<file path="src/rtl/wav_gen_pkg.sv">
// Shared constants for the DDS waveform source and its downstream selector.
// Quadrant encoding and quarter-wave ROM address folding live here.
package wav_pkg;

  localparam logic [7:0] MIDSCALE     = 8'd128;
  localparam int         LUT_AW       = 6;
  localparam int         DEF_TICK_DIV = 2083;
  localparam int         DEF_PHASE_W  = 24;

  typedef enum logic [1:0] {
    QUAD_POS_RISE = 2'd0,
    QUAD_POS_FALL = 2'd1,
    QUAD_NEG_FALL = 2'd2,
    QUAD_NEG_RISE = 2'd3
  } quad_e;

  // Odd quadrants walk the quarter wave backwards: 63 - idx is ~idx in 6 bits.
  function automatic logic [LUT_AW-1:0] rom_addr(input quad_e quad, input logic [LUT_AW-1:0] idx);
    case (quad)
      QUAD_POS_RISE, QUAD_NEG_FALL: rom_addr = idx;
      QUAD_POS_FALL, QUAD_NEG_RISE: rom_addr = ~idx;
      default:                      rom_addr = idx;
    endcase
  endfunction

endpackage

</file>
<file path="src/rtl/wav_gen_sine_rom.sv">
// Quarter-wave sine table, 64 x 7 bit, rom[i] = round(127*sin(2*pi*i/256)).
// Registered output, no reset: contents are constant.
module sine_rom
  import wav_pkg::*;
(
  input  logic              clk,
  input  logic [LUT_AW-1:0] addr,
  output logic [6:0]        q
);

  logic [6:0] q_d;
  logic [6:0] q_q;

  always_comb begin
    q_d = 7'd0;
    case (addr)
      6'd0:  q_d = 7'd0;   6'd1:  q_d = 7'd3;   6'd2:  q_d = 7'd6;   6'd3:  q_d = 7'd9;
      6'd4:  q_d = 7'd12;  6'd5:  q_d = 7'd16;  6'd6:  q_d = 7'd19;  6'd7:  q_d = 7'd22;
      6'd8:  q_d = 7'd25;  6'd9:  q_d = 7'd28;  6'd10: q_d = 7'd31;  6'd11: q_d = 7'd34;
      6'd12: q_d = 7'd37;  6'd13: q_d = 7'd40;  6'd14: q_d = 7'd43;  6'd15: q_d = 7'd46;
      6'd16: q_d = 7'd49;  6'd17: q_d = 7'd51;  6'd18: q_d = 7'd54;  6'd19: q_d = 7'd57;
      6'd20: q_d = 7'd60;  6'd21: q_d = 7'd63;  6'd22: q_d = 7'd65;  6'd23: q_d = 7'd68;
      6'd24: q_d = 7'd71;  6'd25: q_d = 7'd73;  6'd26: q_d = 7'd76;  6'd27: q_d = 7'd78;
      6'd28: q_d = 7'd81;  6'd29: q_d = 7'd83;  6'd30: q_d = 7'd85;  6'd31: q_d = 7'd88;
      6'd32: q_d = 7'd90;  6'd33: q_d = 7'd92;  6'd34: q_d = 7'd94;  6'd35: q_d = 7'd96;
      6'd36: q_d = 7'd98;  6'd37: q_d = 7'd100; 6'd38: q_d = 7'd102; 6'd39: q_d = 7'd104;
      6'd40: q_d = 7'd106; 6'd41: q_d = 7'd107; 6'd42: q_d = 7'd109; 6'd43: q_d = 7'd111;
      6'd44: q_d = 7'd112; 6'd45: q_d = 7'd113; 6'd46: q_d = 7'd115; 6'd47: q_d = 7'd116;
      6'd48: q_d = 7'd117; 6'd49: q_d = 7'd118; 6'd50: q_d = 7'd120; 6'd51: q_d = 7'd121;
      6'd52: q_d = 7'd122; 6'd53: q_d = 7'd122; 6'd54: q_d = 7'd123; 6'd55: q_d = 7'd124;
      6'd56: q_d = 7'd125; 6'd57: q_d = 7'd125; 6'd58: q_d = 7'd126; 6'd59: q_d = 7'd126;
      6'd60: q_d = 7'd126; 6'd61: q_d = 7'd127; 6'd62: q_d = 7'd127; 6'd63: q_d = 7'd127;
      default: q_d = 7'd0;
    endcase
  end

  always_ff @(posedge clk) begin
    q_q <= q_d;
  end

  assign q = q_q;

endmodule

</file>
<file path="src/rtl/wav_gen.sv">
// DDS source: prescaler, phase accumulator and a two-stage pipeline producing
// sine, triangle and square samples that all share one phase.
module wav_gen
  import wav_pkg::*;
#(
  parameter int TICK_DIV = DEF_TICK_DIV,
  parameter int PHASE_W  = DEF_PHASE_W
) (
  input  logic               clk,
  input  logic               rst,
  input  logic               en,
  input  logic [PHASE_W-1:0] tune,
  input  logic [7:0]         duty,
  output logic [7:0]         sine_out,
  output logic [7:0]         triangle_out,
  output logic [7:0]         square_out,
  output logic               sample_valid
);

  localparam int               CNT_W    = $clog2(TICK_DIV);
  localparam logic [CNT_W-1:0] CNT_LAST = CNT_W'(TICK_DIV - 1);

  logic [CNT_W-1:0]   cnt_d, cnt_q;
  logic [PHASE_W-1:0] phase_d, phase_q;
  logic               v0_d, v0_q;
  logic               v1_d, v1_q;
  logic [7:0]         p8_dly_d, p8_dly_q;
  logic [7:0]         sine_d, sine_q;
  logic [7:0]         tri_d, tri_q;
  logic [7:0]         sq_d, sq_q;
  logic               valid_d, valid_q;

  logic               tick_s;
  logic               adv_s;
  logic [7:0]         p8_s;
  logic [LUT_AW-1:0]  rom_addr_s;
  logic [6:0]         rom_q_s;
  logic [7:0]         tri_raw_s;

  assign p8_s       = phase_q[PHASE_W-1 -: 8];
  assign rom_addr_s = rom_addr(quad_e'(p8_s[7:6]), p8_s[LUT_AW-1:0]);

  sine_rom u_sine_rom (
    .clk  (clk),
    .addr (rom_addr_s),
    .q    (rom_q_s)
  );

  // The prescaler free-runs; en only gates whether a tick advances the phase.
  always_comb begin
    tick_s   = (cnt_q == CNT_LAST);
    adv_s    = tick_s & en;
    cnt_d    = tick_s ? {CNT_W{1'b0}} : cnt_q + CNT_W'(1);
    phase_d  = adv_s ? phase_q + tune : phase_q;
    v0_d     = adv_s;
    v1_d     = v0_q;
    p8_dly_d = v0_q ? p8_s : p8_dly_q;
    valid_d  = v1_q;
  end

  always_comb begin
    tri_raw_s = {p8_dly_q[6:0], 1'b0};
    if (v1_q) begin
      if (p8_dly_q[7]) begin
        sine_d = 8'd127 - {1'b0, rom_q_s};
        tri_d  = ~tri_raw_s;
      end else begin
        sine_d = MIDSCALE + {1'b0, rom_q_s};
        tri_d  = tri_raw_s;
      end
      sq_d = (p8_dly_q < duty) ? 8'hFF : 8'h00;
    end else begin
      sine_d = sine_q;
      tri_d  = tri_q;
      sq_d   = sq_q;
    end
  end

  always_ff @(posedge clk) begin
    if (!rst) begin
      cnt_q    <= {CNT_W{1'b0}};
      phase_q  <= {PHASE_W{1'b0}};
      v0_q     <= 1'b0;
      v1_q     <= 1'b0;
      p8_dly_q <= 8'd0;
      sine_q   <= MIDSCALE;
      tri_q    <= 8'd0;
      sq_q     <= 8'd0;
      valid_q  <= 1'b0;
    end else begin
      cnt_q    <= cnt_d;
      phase_q  <= phase_d;
      v0_q     <= v0_d;
      v1_q     <= v1_d;
      p8_dly_q <= p8_dly_d;
      sine_q   <= sine_d;
      tri_q    <= tri_d;
      sq_q     <= sq_d;
      valid_q  <= valid_d;
    end
  end

  assign sine_out     = sine_q;
  assign triangle_out = tri_q;
  assign square_out   = sq_q;
  assign sample_valid = valid_q;

endmodule

</file>
<file path="config.mk">
export PLATFORM = sky130hd
export DESIGN_NAME = wav_gen
export DESIGN_NICKNAME = d
export VERILOG_FILES = /design/src/rtl/wav_gen_pkg.sv /design/src/rtl/wav_gen_sine_rom.sv /design/src/rtl/wav_gen.sv
export SDC_FILE = /design/constraint.sdc
export NUM_CORES = 1
export LEC_CHECK = 0
export BUFFER_PORTS_ARGS = -buffer_cell sky130_fd_sc_hd__buf_4
export CELL_PAD_IN_SITES_DETAIL_PLACEMENT = 1
export CELL_PAD_IN_SITES_GLOBAL_PLACEMENT = 1
export CORE_MARGIN = 4
export CORE_UTILIZATION = 39
export DETAILED_ROUTE_END_ITERATION = 10
export GPL_ROUTABILITY_DRIVEN = 0
export PLACE_DENSITY = 0.85
export SETUP_SLACK_MARGIN = 0.2
export SLEW_MARGIN = 20
export SYNTH_ARGS = -nofsm -noshare
export SYNTH_HDL_FRONTEND = slang
export SYNTH_SLANG_ARGS = --single-unit
</file>
<file path="constraint.sdc">
create_clock -name clk -period 3.2 [get_ports clk]
set_input_delay 0.64 -clock clk [delete_from_list [all_inputs] [get_ports clk]]
set_output_delay 0.64 -clock clk [all_outputs]
set_load 0.02 [all_outputs]
</file>
==> results of run 1 <==
-- metal layers --
layer | global-route usage, % | vias to the layer above | share of wire, %
met5 | 0 | - | 0
met4 | 7.89 | 0 | 2.2
met3 | 3.25 | 22 | 3.9
met2 | 34.5 | 87 | 48
met1 | 24.5 | 2188 | 46
li1 | - | 2234 | -
-- worst max-delay path: stages --
cell	delay, ns
buf_4	0.12
ha_1	0.23
fa_1	0.41
a211o_1	0.31
a21oi_2	0.15
o21a_1	0.14
o211ai_1	0.10
buf_4	0.19
a2111oi_0	0.49
xnor2_1	0.18
o21ai_0	0.08
-- area by class of cell --
class	instances	area, sq um
clock buffers	10	239
clock inverters	6	92.6
fillers	1450	6290
inverters	20	75.1
multi-input cells	468	3080
flip-flops and latches	71	1420
well taps	147	184
repair buffers	77	578
-- synth_stat cells (4+ instances only) --
cell,number,share of area (%)
a211o_1,5,0.92
a211oi_1,24,3.8
a21o_1,16,2.5
a21oi_1,38,4.0
a22oi_1,4,0.63
a31oi_1,9,1.2
and2_1,5,0.66
and3_1,7,0.92
buf_4,7,1.1
clkbuf_1,29,2.3
dfxtp_1,71,30
ha_1,39,10
inv_1,20,1.6
mux2i_1,12,2.5
nand2_1,58,4.6
nand2b_1,7,0.92
nand3_1,23,2.4
nand4_1,6,0.79
nor2_1,67,5.3
nor2b_1,8,1.1
nor3_1,4,0.42
o211ai_1,5,0.79
o21a_1,4,0.63
o21ai_0,31,3.3
or4_1,4,0.63
xnor2_1,29,5.3
xor2_1,17,3.1
-- per-stage QoR --
step	utilization (%)	total power, mW
2_1_floorplan	-	0.979
3_3_place_gp	44.7	1.03
3_5_place_dp	44.7	1.04
4_1_cts	47.4	2.17
5_1_grt	47.4	2.23
6_report	47.4	2.16
-- power by group --
group,switching (mW),leakage (nW),internal (mW),total [mW]
Combinational,0.0714,1.68,0.0578,0.129
Sequential,0.00369,0.572,0.887,0.891
Clock,0.427,0.155,0.708,1.14
-- worst max-delay path by stage --
stage	startpoint	to	slack (ns)	cells past startpoint
global placement	tune[0]	phase_q[18]	0.15	11
detailed placement	tune[0]	phase_q[20]	0.05	10
global route	tune[0]	phase_q[18]	0.21	11
CTS	tune[0]	phase_q[20]	0.39	10
floorplan	tune[0]	phase_q[20]	0.20	9
finish	tune[0]	phase_q[18]	0.38	11
-- registers in the layout, summed over array words and instances (netlist names) --
name / cells
cnt_q: 12
u_sine_rom.q: 7
v0_q: 1
square_out: 1
phase_q: 24
sine_out: 8
p8_dly_q: 8
triangle_out: 8
sample_valid: 1
v1_q: 1
-- kinds of logic after synthesis --
logic type | synth area share, %
xor+xnor | 8.46
fa+ha+maj | 11.1
flops | 29.8
compound gates | 22.5
mux | 2.52
simple gates | 20.1
buf+inv | 5.52
==> run metrics, run 1 <==
Non-Filler Instances 799; Worst Skew 0.00635 ns; hold path endpoint phase_q[8]; placed instance area 5340 sq um; H-tree levels 3; Via density 5.67; Setup TNS Final 0 ns; vias post-DR 4531; port bufs 59; grt total ovfl 0; Area Overhead vs Synth 19.1%; worst r2r dst phase_q[18]; RR Startpoint phase_q[0]; Fmax 0.355 GHz; period utilisation layout 88.0%; final instance area 5670 sq um; clock insertion delay at the later pin of the skew report 0.34 ns; DPL Wire Length 10.2 mm; Layout Nets 722; global-route wire length before repair 23.1 mm; All-Layer GR Usage 19.9%; Leakage Power 2.41 nW; netlist area before placement 4760 sq um; DIE AREA 14000 sq um; row cnt 40; VDD IR-drop max 199 uV; Final min period 2.82 ns; clock sinks 71; post-DR wirelength/cell 17.2 microns; antenna viol nets, final 0; worst hold stages 2; hold_sp phase_q[8]; most common cell after layout, fill and taps aside buf_4; post-CTS resize count 0; Distinct cells, synth 56; slew margin rel. 30.8%; dominant synthesized flop cell dfxtp_1; Syn Area/Cell 7.93 sq um; first-pass iteration count of the detailed router 4; TritonCTS buffer count 9; placed insts 783; outcome complete, no violations; 1st-iter DRT viols 215; Worst-Margin Slew 1.04 ns; Critical Path AT 3.04 ns; Core Region 12000 sq um; die height 119 microns; CP Capture Type register; Hold WS 0.466 ns; FF+latch count, synth 71; most frequent cells in the layout 77 x buf_4, 71 x dfxtp_1, 67 x nor2_1; post-synthesis cell count 601; CTS Root Cell clkbuf_16; Async SR Flop Fraction 0%; cts-stage hold buffer count 0; final worst setup slack 0.383 ns; RSZ-0062 raised after global routing false; Clock Pin Slew Worst Setup and Hold Paths 0.06 ns; sequential area share after synthesis 29.8%; warnings from Yosys 0; share of layout cells above drive strength 1 15.0%; Routed Wire Length 13.7 mm; CP required 3.42 ns; Max Cap Viol 0; CTS tree done; vias in the first global route 4804; pin count of the biggest net entering global routing 35; worst r2r path cells 10; post-CTS setup buffer count 0; final setup violation count 0; power per cell area 380 nW/um^2; # IOs 60; CP Launch Type primary input; Post-synth EDFFs 0; Hold Fails Final Rpt 0; HP Class register to register; reg2reg setup slack 0.48 ns; ANT cells 0; antenna violations before repair 0; Max Fanout on Critical Path 5; worst setup path category primary input to register; fin. max-slew vios 0; DRC errors left 0; Initial Util 39.8%; Max clock buf depth 2; pre-CTS setup slack 0.0467 ns; Post-Syn Nets 676; Die X 119 microns
Note: power is estimated with default switching activity, not from simulation.
==> run 2, diff against run 1 <==
Settings changed: CORE_ASPECT_RATIO set to 1.2.
==> run metrics, run 2 (synthesis results as in run 1) <==
Worst Skew 0.00690 ns (was 0.00635 ns); final instance area 5680 sq um (was 5670 sq um); path length in cells of the critical path 10 (was 11); ANT cells 0 (unchanged); CTS Root Cell clkbuf_16 (unchanged); clock insertion delay at the later pin of the skew report 0.34 ns (about the same); most common cell after layout, fill and taps aside buf_4 (unchanged); DIE AREA 14100 sq um (was 14000 sq um); RSZ-0062 raised after global routing false (unchanged); port bufs 59 (unchanged); Setup TNS Final 0 ns (unchanged); Initial Util 40.4% (was 39.8%); DPL Wire Length 9.85 mm (was 10.2 mm); RR Startpoint phase_q[0] (unchanged); placed instance area 5340 sq um (about the same); Layout Nets 720 (was 722); CP Launch Point tune[0] (unchanged); H-tree levels 3 (unchanged); die height 129 microns (was 119 microns); pin count of the biggest net entering global routing 35 (unchanged); antenna viol nets, final 0 (unchanged); Final min period 2.86 ns (was 2.82 ns); clock sinks 71 (unchanged); CP Capture Type register (unchanged); CTS tree done (unchanged); worst r2r path cells 9 (was 10); vias post-DR 4569 (was 4531); Top Registers phase_q: 24 flops, cnt_q: 12 flops (unchanged); cts-stage hold buffer count 0 (unchanged); VDD IR-drop max 270 uV (was 199 uV); post-CTS setup buffer count 0 (unchanged); Largest stage delay, worst path 0.47 ns (was 0.49 ns); Die X 109 microns (was 119 microns); CP required 3.43 ns (was 3.42 ns); fin. max-slew vios 0 (unchanged); Critical path buffers and inverters 1 (was 2); slew margin rel. 33.1% (was 30.8%); power per cell area 377 nW/um^2 (was 380 nW/um^2); post-DR wirelength/cell 16.3 microns (was 17.2 microns); Routed Wire Length 13.2 mm (was 13.7 mm); row cnt 43 (was 40); Core Region 11800 sq um (was 12000 sq um); cell chain of the critical path buf_4 > ha_1 > fa_1 > a211o_1 > a21oi_2 > o21a_1 > o211ai_1 > nor4b_1 > or4_1 > a32o_1 (was buf_4 > ha_1 > fa_1 > a211o_1 > a21oi_2 > o21a_1 > o211ai_1 > buf_4 > a2111oi_0 > xnor2_1 > o21ai_0); critical path's slowest cell or4_1 (was a2111oi_0); antenna violations before repair 0 (unchanged); Clock Pin Slew Worst Setup and Hold Paths 0.06 ns (about the same); Max Fanout on Critical Path 3 (was 5); most frequent cells in the layout 75 x buf_4, 71 x dfxtp_1, 67 x nor2_1 (was 77 x buf_4, 71 x dfxtp_1, 67 x nor2_1); All-Layer GR Usage 19.0% (was 19.9%); hold_sp phase_q[0] (was phase_q[8]); worst hold stages 2 (unchanged); share of layout cells above drive strength 1 14.9% (was 15.0%); DRC errors left 0 (unchanged); Via density 5.66 (was 5.67); Hold Fails Final Rpt 0 (unchanged); period utilisation layout 89.4% (was 88.0%); Max Cap Viol 0 (unchanged); max reg flops 24 (unchanged); post-CTS resize count 0 (unchanged); vias in the first global route 4583 (was 4804); final setup violation count 0 (unchanged); # IOs 60 (unchanged); delay-heaviest family, CP compound AO/OA/AOI/OAI gates (unchanged); Critical Path AT 3.09 ns (was 3.04 ns); first-pass iteration count of the detailed router 4 (unchanged); Leakage Power 2.40 nW (was 2.41 nW); 1st-iter DRT viols 287 (was 215); outcome complete, no violations (unchanged); grt total ovfl 0 (unchanged); CP Launch Type primary input (unchanged); Area Overhead vs Synth 19.2% (was 19.1%); worst setup path category primary input to register (unchanged); PnR Total Power 2.14 mW (was 2.16 mW); Max clock buf depth 2 (unchanged); HP Class register to register (unchanged); global-route wire length before repair 21.6 mm (was 23.1 mm); Worst-Margin Slew 1.00 ns (was 1.04 ns); Biggest register phase_q (unchanged); Fmax 0.350 GHz (was 0.355 GHz); TritonCTS buffer count 9 (unchanged)
==> run 2: cell count changes in the layout (fill, tap and decap cells not counted) <==
cell	before	now
buf_4	77	75
xnor2_2	0	1
xnor2_1	29	28
==> run 2: area by class of cell <==
| class | instances | area [sq um] |
|---|---|---|
| multi-input combinational | 468 | 3090 |
| clock inverter | 6 | 92.6 |
| fill | 1425 | 6100 |
| sequential | 71 | 1420 |
| tap | 157 | 196 |
| clock buffer | 10 | 239 |
| timing repair buffer | 75 | 563 |
| inverter | 20 | 75.1 |
==> run 2: path summary, 6_finish.rpt <==
kind | endpoint | slack [ns]
max | phase_q[20] | 0.34
min | phase_q[0] | 0.46
min reg2reg | phase_q[0] | 0.46
max reg2reg | phase_q[20] | 0.45
==> run 2: stage by stage <==
stage	worst slack, ns	util, %	hold WS, ns	instances
3_3_place_gp	0.0808	45.3	0.443	791
5_1_grt	0.274	48.2	0.468	807
2_1_floorplan	0.205	-	0.436	601
3_5_place_dp	0.0178	45.3	0.452	791
4_1_cts	0.359	48.1	0.460	807
6_report	0.340	48.2	0.455	807
==> run 2: tightest hold or removal path: stages, from the launching register on <==
cell	delay, ns
dfxtp_1	0.31
nand2_1	0.05
a21oi_1	0.05
==> run 2: report_power, final <==
part	internal, mW	switching [mW]	total (mW)
combinational	0.0577	0.0703	0.128
clock	0.708	0.411	1.12
sequential	0.887	0.00394	0.891
total	1.65	0.486	2.14
==> run 2: metal layers <==
metal,wire [microns],track usage (%),up-vias
li1,-,-,2232
met1,5850,22.7,2211
met2,6630,34.3,107
met3,495,3.39,19
met4,215,5.87,0
met5,0,0,-
